`config.mk`:
```
export PLATFORM = sky130hd
export DESIGN_NAME = fir_coef_bank_ctrl
export DESIGN_NICKNAME = d
export VERILOG_FILES = /design/src/rtl/fir_coef_bank_ctrl_pkg.sv /design/src/rtl/fir_coef_regfile.sv /design/src/rtl/fir_coef_bank_ctrl.sv
export SDC_FILE = /design/constraint.sdc
export NUM_CORES = 2
export LEC_CHECK = 0
export CORE_ASPECT_RATIO = 1.1
export CORE_MARGIN = 5
export CORE_UTILIZATION = 43
export DETAILED_ROUTE_END_ITERATION = 8
export GPL_TIMING_DRIVEN = 0
export PLACE_DENSITY = 0.56
export SYNTH_ARGS = -nofsm -noshare
export SYNTH_HDL_FRONTEND = slang
export SYNTH_SLANG_ARGS = --single-unit
```
`constraint.sdc`:
```
create_clock -name clk -period 3.6 [get_ports clk]
set_input_delay 0.54 -clock clk [delete_from_list [all_inputs] [get_ports clk]]
set_output_delay 0.54 -clock clk [all_outputs]
set_load 0.05 [all_outputs]
```
`src/rtl/fir_coef_bank_ctrl_pkg.sv`:
```
// Shared types and default sizing for the FIR coefficient bank controller.
// The default sizes describe the standard 24-tap, 3-group datapath. Modules
// take their own parameters, and these values are the defaults for them.
package fir_structs;

    localparam int DEF_NUM_TAPS   = 24;
    localparam int DEF_NUM_GROUPS = 3;
    localparam int DEF_COEF_W     = 32;
    localparam int DEF_ADDR_W     = 5;

    localparam int TAPS_PER_GROUP = DEF_NUM_TAPS / DEF_NUM_GROUPS;

    typedef enum logic [1:0] {
        CoefEmpty,
        CoefLoading,
        CoefPending,
        CoefReady
    } coef_state_type;

endpackage

```
`src/rtl/fir_coef_regfile.sv`:
```
// Two-bank coefficient register array.
// It has one write port, which addresses a bank and a tap. It has one read
// port, which returns the whole coefficient group of a bank. Tap
// g*TAPS_PER_GRP+i appears in slice i of the read data. A group index past
// the last group reads as all zeros.
module fir_coef_regfile
    import fir_structs::*;
#(
    parameter int NUM_TAPS     = DEF_NUM_TAPS,
    parameter int NUM_GROUPS   = DEF_NUM_GROUPS,
    parameter int COEF_W       = DEF_COEF_W,
    parameter int ADDR_W       = DEF_ADDR_W,
    parameter int TAPS_PER_GRP = TAPS_PER_GROUP
) (
    input  logic                           clk_i,
    input  logic                           rst_ni,
    input  logic                           wr_en_i,
    input  logic                           wr_bank_i,
    input  logic [ADDR_W-1:0]              wr_addr_i,
    input  logic [COEF_W-1:0]              wr_data_i,
    input  logic                           rd_bank_i,
    input  logic [1:0]                     rd_group_i,
    output logic [TAPS_PER_GRP*COEF_W-1:0] rd_data_o
);

    logic [COEF_W-1:0] bank_q [2][NUM_TAPS];

    // Both banks are cleared on reset. After reset, one tap is written per enabled cycle.
    always_ff @(posedge clk_i or negedge rst_ni) begin
        if (!rst_ni) begin
            for (int b = 0; b < 2; b++) begin
                for (int t = 0; t < NUM_TAPS; t++) begin
                    bank_q[b][t] <= '0;
                end
            end
        end else if (wr_en_i) begin
            bank_q[wr_bank_i][wr_addr_i] <= wr_data_i;
        end
    end

    // Gather the selected group of the selected bank. A group index out of range gives zero.
    always_comb begin
        logic [ADDR_W-1:0] tapIdx;
        rd_data_o = '0;
        tapIdx    = '0;
        if (int'(rd_group_i) < NUM_GROUPS) begin
            for (int i = 0; i < TAPS_PER_GRP; i++) begin
                tapIdx = ADDR_W'(int'(rd_group_i) * TAPS_PER_GRP + i);
                rd_data_o[i*COEF_W +: COEF_W] = bank_q[rd_bank_i][tapIdx];
            end
        end
    end

endmodule

```
`src/rtl/fir_coef_bank_ctrl.sv`:
```
// Double-buffered coefficient bank controller for the FIR datapath.
// Writes go into the shadow bank. A write mask tracks which taps of the
// shadow bank have been written. When the mask is full, the set waits in
// PENDING until the multiplier is idle, and then the banks swap. This keeps
// a sample in flight from seeing coefficients from two different sets. The
// very first set swaps in straight away, because nothing can be running
// before a valid set exists.
module fir_coef_bank_ctrl
    import fir_structs::*;
#(
    parameter int NUM_TAPS   = DEF_NUM_TAPS,
    parameter int NUM_GROUPS = DEF_NUM_GROUPS,
    parameter int COEF_W     = DEF_COEF_W,
    parameter int ADDR_W     = DEF_ADDR_W
) (
    input  logic                                       clk,
    input  logic                                       reset,
    input  logic                                       PushCoef,
    input  logic [ADDR_W-1:0]                          CoefAddr,
    input  logic [COEF_W-1:0]                          CoefIn,
    input  logic                                       multiplier_idle,
    input  logic [1:0]                                 group_sel,
    output logic [(NUM_TAPS/NUM_GROUPS)*COEF_W-1:0]    coef_group,
    output logic                                       coef_valid,
    output logic                                       swap_pending,
    output logic                                       load_busy,
    output logic                                       addr_err,
    output logic                                       swap_done
);

    localparam int T = NUM_TAPS / NUM_GROUPS;

    coef_state_type       state_q, state_d;
    logic [NUM_TAPS-1:0]  writeMask_q, writeMask_d;
    logic                 activeSel_q, activeSel_d;
    logic                 coefValid_q, coefValid_d;
    logic                 addrErr_q, addrErr_d;
    logic [T*COEF_W-1:0]  coefGroup_q, coefGroup_d;

    logic                 wrValid;
    logic                 doSwap;
    logic [T*COEF_W-1:0]  rdData;

    assign wrValid   = PushCoef && (int'(CoefAddr) < NUM_TAPS);
    assign addrErr_d = PushCoef && !(int'(CoefAddr) < NUM_TAPS);

    // Coefficient storage. Writes always go to the bank that is not active.
    // A write on the swap cycle still lands in the outgoing shadow bank, which becomes the active bank.
    fir_coef_regfile #(
        .NUM_TAPS     (NUM_TAPS),
        .NUM_GROUPS   (NUM_GROUPS),
        .COEF_W       (COEF_W),
        .ADDR_W       (ADDR_W),
        .TAPS_PER_GRP (T)
    ) u_regfile (
        .clk_i      (clk),
        .rst_ni     (reset),
        .wr_en_i    (wrValid),
        .wr_bank_i  (!activeSel_q),
        .wr_addr_i  (CoefAddr),
        .wr_data_i  (CoefIn),
        .rd_bank_i  (activeSel_q),
        .rd_group_i (group_sel),
        .rd_data_o  (rdData)
    );

    // Next-state logic for the load/swap FSM, the shadow write mask and the swap pulse.
    always_comb begin
        state_d     = state_q;
        writeMask_d = writeMask_q;
        activeSel_d = activeSel_q;
        coefValid_d = coefValid_q;
        doSwap      = 1'b0;

        if (wrValid) begin
            writeMask_d = writeMask_q | (NUM_TAPS'(1) << CoefAddr);
        end

        case (state_q)
            CoefEmpty: begin
                if (wrValid) begin
                    state_d = CoefLoading;
                end
            end
            CoefLoading: begin
                if (&writeMask_q) begin
                    state_d = CoefPending;
                end
            end
            CoefPending: begin
                if (multiplier_idle || !coefValid_q) begin
                    doSwap      = 1'b1;
                    activeSel_d = !activeSel_q;
                    writeMask_d = '0;
                    coefValid_d = 1'b1;
                    state_d     = CoefReady;
                end
            end
            CoefReady: begin
                if (wrValid) begin
                    state_d = CoefLoading;
                end
            end
            default: begin
                state_d = CoefEmpty;
            end
        endcase
    end

    // The group read path is registered. It samples the bank that is active on the current cycle.
    assign coefGroup_d = rdData;

    // Register all controller state. Reset discards any partly loaded set.
    always_ff @(posedge clk or negedge reset) begin
        if (!reset) begin
            state_q     <= CoefEmpty;
            writeMask_q <= '0;
            activeSel_q <= 1'b0;
            coefValid_q <= 1'b0;
            addrErr_q   <= 1'b0;
            coefGroup_q <= '0;
        end else begin
            state_q     <= state_d;
            writeMask_q <= writeMask_d;
            activeSel_q <= activeSel_d;
            coefValid_q <= coefValid_d;
            addrErr_q   <= addrErr_d;
            coefGroup_q <= coefGroup_d;
        end
    end

    assign coef_group   = coefGroup_q;
    assign coef_valid   = coefValid_q;
    assign swap_pending = (state_q == CoefPending);
    assign load_busy    = (state_q == CoefLoading);
    assign addr_err     = addrErr_q;
    assign swap_done    = doSwap;

endmodule
```
# After elaboration in Yosys (flattened, before gate mapping)
# Cells that the tools add are included.
[totals] regBits=1821 input_bits=43 out_inout_bits=261 word_cells=150
[classes] add_sub_neg=7 n_lt_le_gt_ge=15 eq_ne=6 shift=1 muxes=42 bitwise_logic=12 n_reduce_logical=13
[op_table] operator="$mux W768" count=4
[op_table] operator="$bwmux W1536" count=1
[op_table] operator="$bmux W32 S5" count=8
[op_table] operator="$demux W768 S1" count=1
[op_table] operator="$mux W32" count=17
[op_table] operator="$mux W256" count=1
[op_table] operator="$demux W32 S5" count=1
[op_table] operator="$mux W24" count=3
[op_table] operator="$ge A6 B6 Y1 const B" count=9
[op_table] operator="$not A5 Y6" count=9
[op_table] operator="$or A24 B24 Y24" count=1
[op_table] operator="$reduce_and A24 Y1" count=1
[op_table] operator="$shl A1 B5 Y24 const A" count=1
[op_table] operator="$add A5 B3 Y5 const B" count=4
[op_table] operator="$add A5 B2 Y5 const B" count=2
[op_table] operator="$lt A6 B1 Y1 const B" count=1
[op_table] operator="$mux W2" count=3
[op_table] operator="$ne A2 B1 Y1 const B" count=3
[op_table] operator="$pmux W2 S3" count=1
[op_table] operator="$add A5 B1 Y5 const B" count=1
[op_table] operator="$lt A5 B5 Y1 const B" count=1
[op_table] operator="$eq A2 B2 Y1 const B" count=2
[op_table] operator="$ge A2 B2 Y1 const B" count=2
[op_table] operator="$logic_and A1 B1 Y1" count=4
[op_table] operator="other kinds (11)" count=15

# Longest topological paths before layout
[depth] depth_word=8 ltp_mapped=7 ltp_nobuf=6

# By module
# Synthesis repeated with hierarchy kept, for this count alone.
[hier_totals] cells_unflattened=5278 hier_area_um2=77047.6
[modules_own_cells] mod="fir_coef_regfile" instances=1 cells_per_inst=4900 area_per_inst_um2=69415.3 seq_area_each_um2=38436.9
[modules_own_cells] mod="fir_coef_bank_ctrl" instances=1 cells_per_inst=378 area_per_inst_um2=7632.3 seq_area_each_um2=7131.8

# Worst setup path after synthesis
# Ideal clock, no wire load.
[synth_path] path_kind="register to output" from="reg state_q[0]" to="out swap_done" arrival_ns=1.859 t_required_ns=3.060 setup_slack_ns=1.201 path_stages_with_launch=6 path_buffers=1 path_cell_list="dfrtp_1 inv_1 ha_1 nand2_1 clkinv_1 clkbuf_1"
[synth_via] elab_chain_cells=2
[synth_lines] element="start: declaration" line_no="fir_coef_bank_ctrl.sv:33" text="coef_state_type state_q, state_d;"
[synth_lines] element="start signal: assignment" line_no="fir_coef_bank_ctrl.sv:116" text="state_q <= CoefEmpty;"
[synth_lines] element="start signal: assignment" line_no="fir_coef_bank_ctrl.sv:123" text="state_q <= state_d;"
[synth_lines] element="$eq A2 B2 Y1"
[synth_lines] element="net swap_pending" line_no="fir_coef_bank_ctrl.sv:25" text="output logic swap_pending,"
[synth_lines] element="$mux W1" line_no="fir_coef_bank_ctrl.sv:79" text="case (state_q)"
[synth_lines] element="end: declaration" line_no="fir_coef_bank_ctrl.sv:28" text="output logic swap_done"
# The timed path passes the listed nets, and every way through them passes these cells.

# Worst setup path in the final report
[layout_path] from="reg activeSel_q" to="reg coefGroup_q[190] (netlist: coef_group[190])"
[layout_via] elab_chain_cells=8
[layout_lines] element="start: declaration" line_no="fir_coef_bank_ctrl.sv:35" text="logic activeSel_q, activeSel_d;"
[layout_lines] element="start signal: assignment" line_no="fir_coef_bank_ctrl.sv:125" text="activeSel_q <= activeSel_d;"
[layout_lines] element="$not A1 Y2 (implied by the code)" line_no="fir_coef_regfile.sv:49" text="rd_data_o[i*COEF_W +: COEF_W] = bank_q[rd_bank_i][tapIdx];"
[layout_lines] element="$mux W768 (implied by the code) (3 in a row)" line_no="fir_coef_regfile.sv:49"
[layout_lines] element="$bmux W32 S5" line_no="fir_coef_regfile.sv:49"
[layout_lines] element="$mux W32 (implied by the code) (2 in a row)" line_no="fir_coef_regfile.sv:49"
[layout_lines] element="$mux W256" line_no="fir_coef_regfile.sv:46" text="if (int'(rd_group_i) < NUM_GROUPS) begin"
[layout_lines] element="net coefGroup_d[190]" line_no="fir_coef_bank_ctrl.sv:38" text="logic [T*COEF_W-1:0] coefGroup_q, coefGroup_d;"
[layout_lines] element="end signal: assignment" line_no="fir_coef_bank_ctrl.sv:128" text="coefGroup_q <= coefGroup_d;"
[layout_lines] element="end: declaration" line_no="fir_coef_bank_ctrl.sv:38"
# The timed path passes the listed nets, and every way through them passes these cells. The select of a mux whose other input is x is not followed.
# A chain may end at the register's enable or synchronous reset.

==> impl_metrics.toml <==
[worst_setup_path]
regToRegStartpoint = "activeSel_q$_DFFE_PN0P_"
crit_family = "buffers and inverters"
crit_top_cell = "buf_2"
max_stage_delay_ps = 710
cp_data_required_time_ps = 4180
worstPathArrival_ps = 4080
cp.depth = 7
r2r_end = "coef_group[190]$_DFF_PN0_"
rrSetupSlack_ps = 90
criticalPathCategory = "reg -> reg"
cp_max_fo = 10
cp.buffers_inverters = 5
cp-start-kind = "flop"
path_cells = "buf_2, buf_4, buf_2, buf_2, buf_2, mux2i_1, o22ai_1"
cp-end-kind = "flop"
crit_path_top_delay_cell = "mux2i_1"
r2r_cells = 7

[die]
num_rows = 162
die_area_um2 = 187000
ios = 304
die_width_um = 413
die_y_um = 453
core_area_um2 = 177000
start_util_pct = 43.2

[place]
place_ws_ps = -758
io_buffers = 268
dp_hpwl_um = 176000
routabilityCongestion = 0.861
place_inst = 7663

[sta]
finClkSkew_ps = 25.2
fmax_mhz = 285
timing.final.crit_share_pct = 97.4
worst_pin_slew_ps = 1470
setup_slack_ps = 92.4
min_period_ps = 3510
hold_viol = 128
holdWs_ps = -390
slew_headroom_pct = 1.31
drv_slew = 0
rsz0062_at_grt = "false"
setup_violations = 0

[power]
power.total_mw = 47.9
p_leak_nw = 42.9
power.density_nw_per_um2 = 536
vdd_drop_max_v = 0.000538

[grt]
antenna_found_initial = 29
overflow = 0
grt_pass1_wl_um = 365000
grt_usage_pct = 27.6
grt_pass1_vias = 47400
grt_max_degree = 173

[detailed_routing]
routed_wl_um = 259000
drt-pass1-iter-count = 5
postRouteAntennaNets = 0
wl_per_cell_um = 32.2
vias = 46200
vias_per_cell = 5.75
drc_errors = 0
drt_iter0_drc = 3983

[synth]
yosysTopAreaCell = "dfrtp_1"
yosys-top-cells-area = "dfrtp_1, mux2_2, mux4_2"
synth_top_area_share_pct = 59.4
synthAdderAreaFrac_pct = 0.0326
ys_types = 37
muxShareOfSynthArea_pct = 33.4
synthArstFlopShare_pct = 100
synth_top_family_by_area = "multiplexers"
ys.flop_type = "dfrtp_1"
synth-xor-area-share_pct = 0.0114
yosys.area_share.simple_pct = 1.00
yosysSeqAreaShare_pct = 59.4
avgSynthCellArea_um2 = 15.3
synth_edf_count = 0
synth_compound_area_share_pct = 2.14
synthCells = 5002
synth_nets = 5047
ys_warn_count = 0
synth_seq_cells = 1821
syn_area_um2 = 76700

[cts]
cts_max_level = 4
worstSkewPairLatency_ps = 850
clk_pin_slew_ps = 60
clk_path_buf_depth = 3
cts.sinks = 1821
cts_buffers = 192
cts_tree = "built"
clock-root-buffer = "clkbuf_16"
cts_setup_buffers = 0

[final_layout]
final-seq-area_um2 = 45600
layout.nets = 5525
drive_gt1_share_pct = 40.5
multi_input_area_um2 = 28100
fillerInstances = 15200
synthToLayoutAreaGrowth_pct = 16.6
utilization_pct = 50.4
fin_cells = 8032

[outcome]
violations = "hold timing, capacitance limit"
status = "complete, but fails checks"

[flow_run]
maxCapViolations = 1

[hold_path]
hold_path.class = "in -> async"
[routing by layer]
metal  wire length [um]  GRT usage (%)  vias up
met5                 75              0        -
met1             114000           39.2    25500
met3              13300           4.28      363
met2             122000           43.8     1382
li1                   -              -    18900
met4               9420           8.95       10
[metrics by stage]
step	TNS, ps	cell area (um2)
floorplan	0	76700
CTS	0	89300
global route	0	89400
finish	0	89400
global placement	-	82300
detailed placement	-298390	82700
[state kept, by name (all words and copies together), names as in the netlist]
| register | cells |
|---|---|
| u_regfile.bank_q | 1536 |
| coef_group | 256 |
| writeMask_q | 24 |
| state_q | 2 |
| activeSel_q | 1 |
| addr_err | 1 |
| coef_valid | 1 |
[power breakdown]
group	internal, mW	total, mW	switching [mW]
Combinational	1.93	3.99	2.05
Clock	12.2	20.7	8.54
Sequential	22.3	23.2	0.873
Total	36.4	47.9	11.5
[synth_stat cells, types with 2 or more instances]
library cell and count:
dfrtp_1 1821, mux2_2 1457, inv_1 260, mux2i_1 257, mux4_2 256, o22ai_1 256, clkbuf_1 252, buf_2 191
mux2_1 79, nor2_1 69, nand2_1 23, buf_4 16, nor3_1 10, nor3_2 10, nand4_1 6, nand2b_1 4
nor3_4 4, buf_1 3, nand2_2 3, nand4bb_1 3, ha_1 2, nand4b_1 2, nor2_2 2, nor2_4 2
or2_2 2
[cells by family (layout without fill, tap and decap cells)]
logic type	count (synthesis)	in the layout
xor gates and xnor gates	1	1
AOI/OAI and AO/OA	261	261
other	0	12
and+or+nand+nor	144	144
muxes	2049	2049
DFF	1821	1821
buffers and inverters	724	1364
adders and majority gates	2	2
[worst max-delay path by stage]
| stage | startpoint | endpoint |
|---|---|---|
| 2_1_floorplan | state_q[0]$_DFFE_PN0P_ | swap_done |
| 3_3_place_gp | reset | coef_group[218]$_DFF_PN0_ |
| 3_5_place_dp | reset | coef_group[218]$_DFF_PN0_ |
| 4_1_cts | state_q[0]$_DFFE_PN0P_ | swap_done |
| 5_1_grt | reset | u_regfile.bank_q[728]$_DFFE_PN0P_ |
| 6_report | activeSel_q$_DFFE_PN0P_ | coef_group[190]$_DFF_PN0_ |
[cells in the final DEF, fill, tap and decap left out, types with 33 or more instances in the layout]
cell                n
clkbuf_8           57
clkinv_2           33
buf_2             191
mux2_1             79
inv_1             260
clkdlybuf4s50_1   266
o22ai_1           256
mux4_2            256
clkbuf_16         195
clkbuf_1          291
dfrtp_1          1821
nor2_1             69
mux2_2           1457
mux2i_1           257
[what timing repair did]
action / in CTS / in global routing
cloned: 0 / 2
gates resized for setup: 3 / 0
setup endpoints to repair: 1 / 231
endpoints found under the hold margin: 128 / 128
[area by class of cell]
| class | instances | area share [%] |
|---|---|---|
| repair buffers | 285 | 3.49 |
| clock buffers | 291 | 6.45 |
| diodes | 12 | 0.0336 |
| well taps | 2378 | 3.33 |
| multi-input cells | 2457 | 31.4 |
| flip-flops and latches | 1821 | 51.0 |
| clock inverters | 65 | 0.938 |
| plain buffers | 462 | 2.28 |
| inverters | 261 | 1.10 |
No activity file was read; power rests on OpenSTA's default activity.
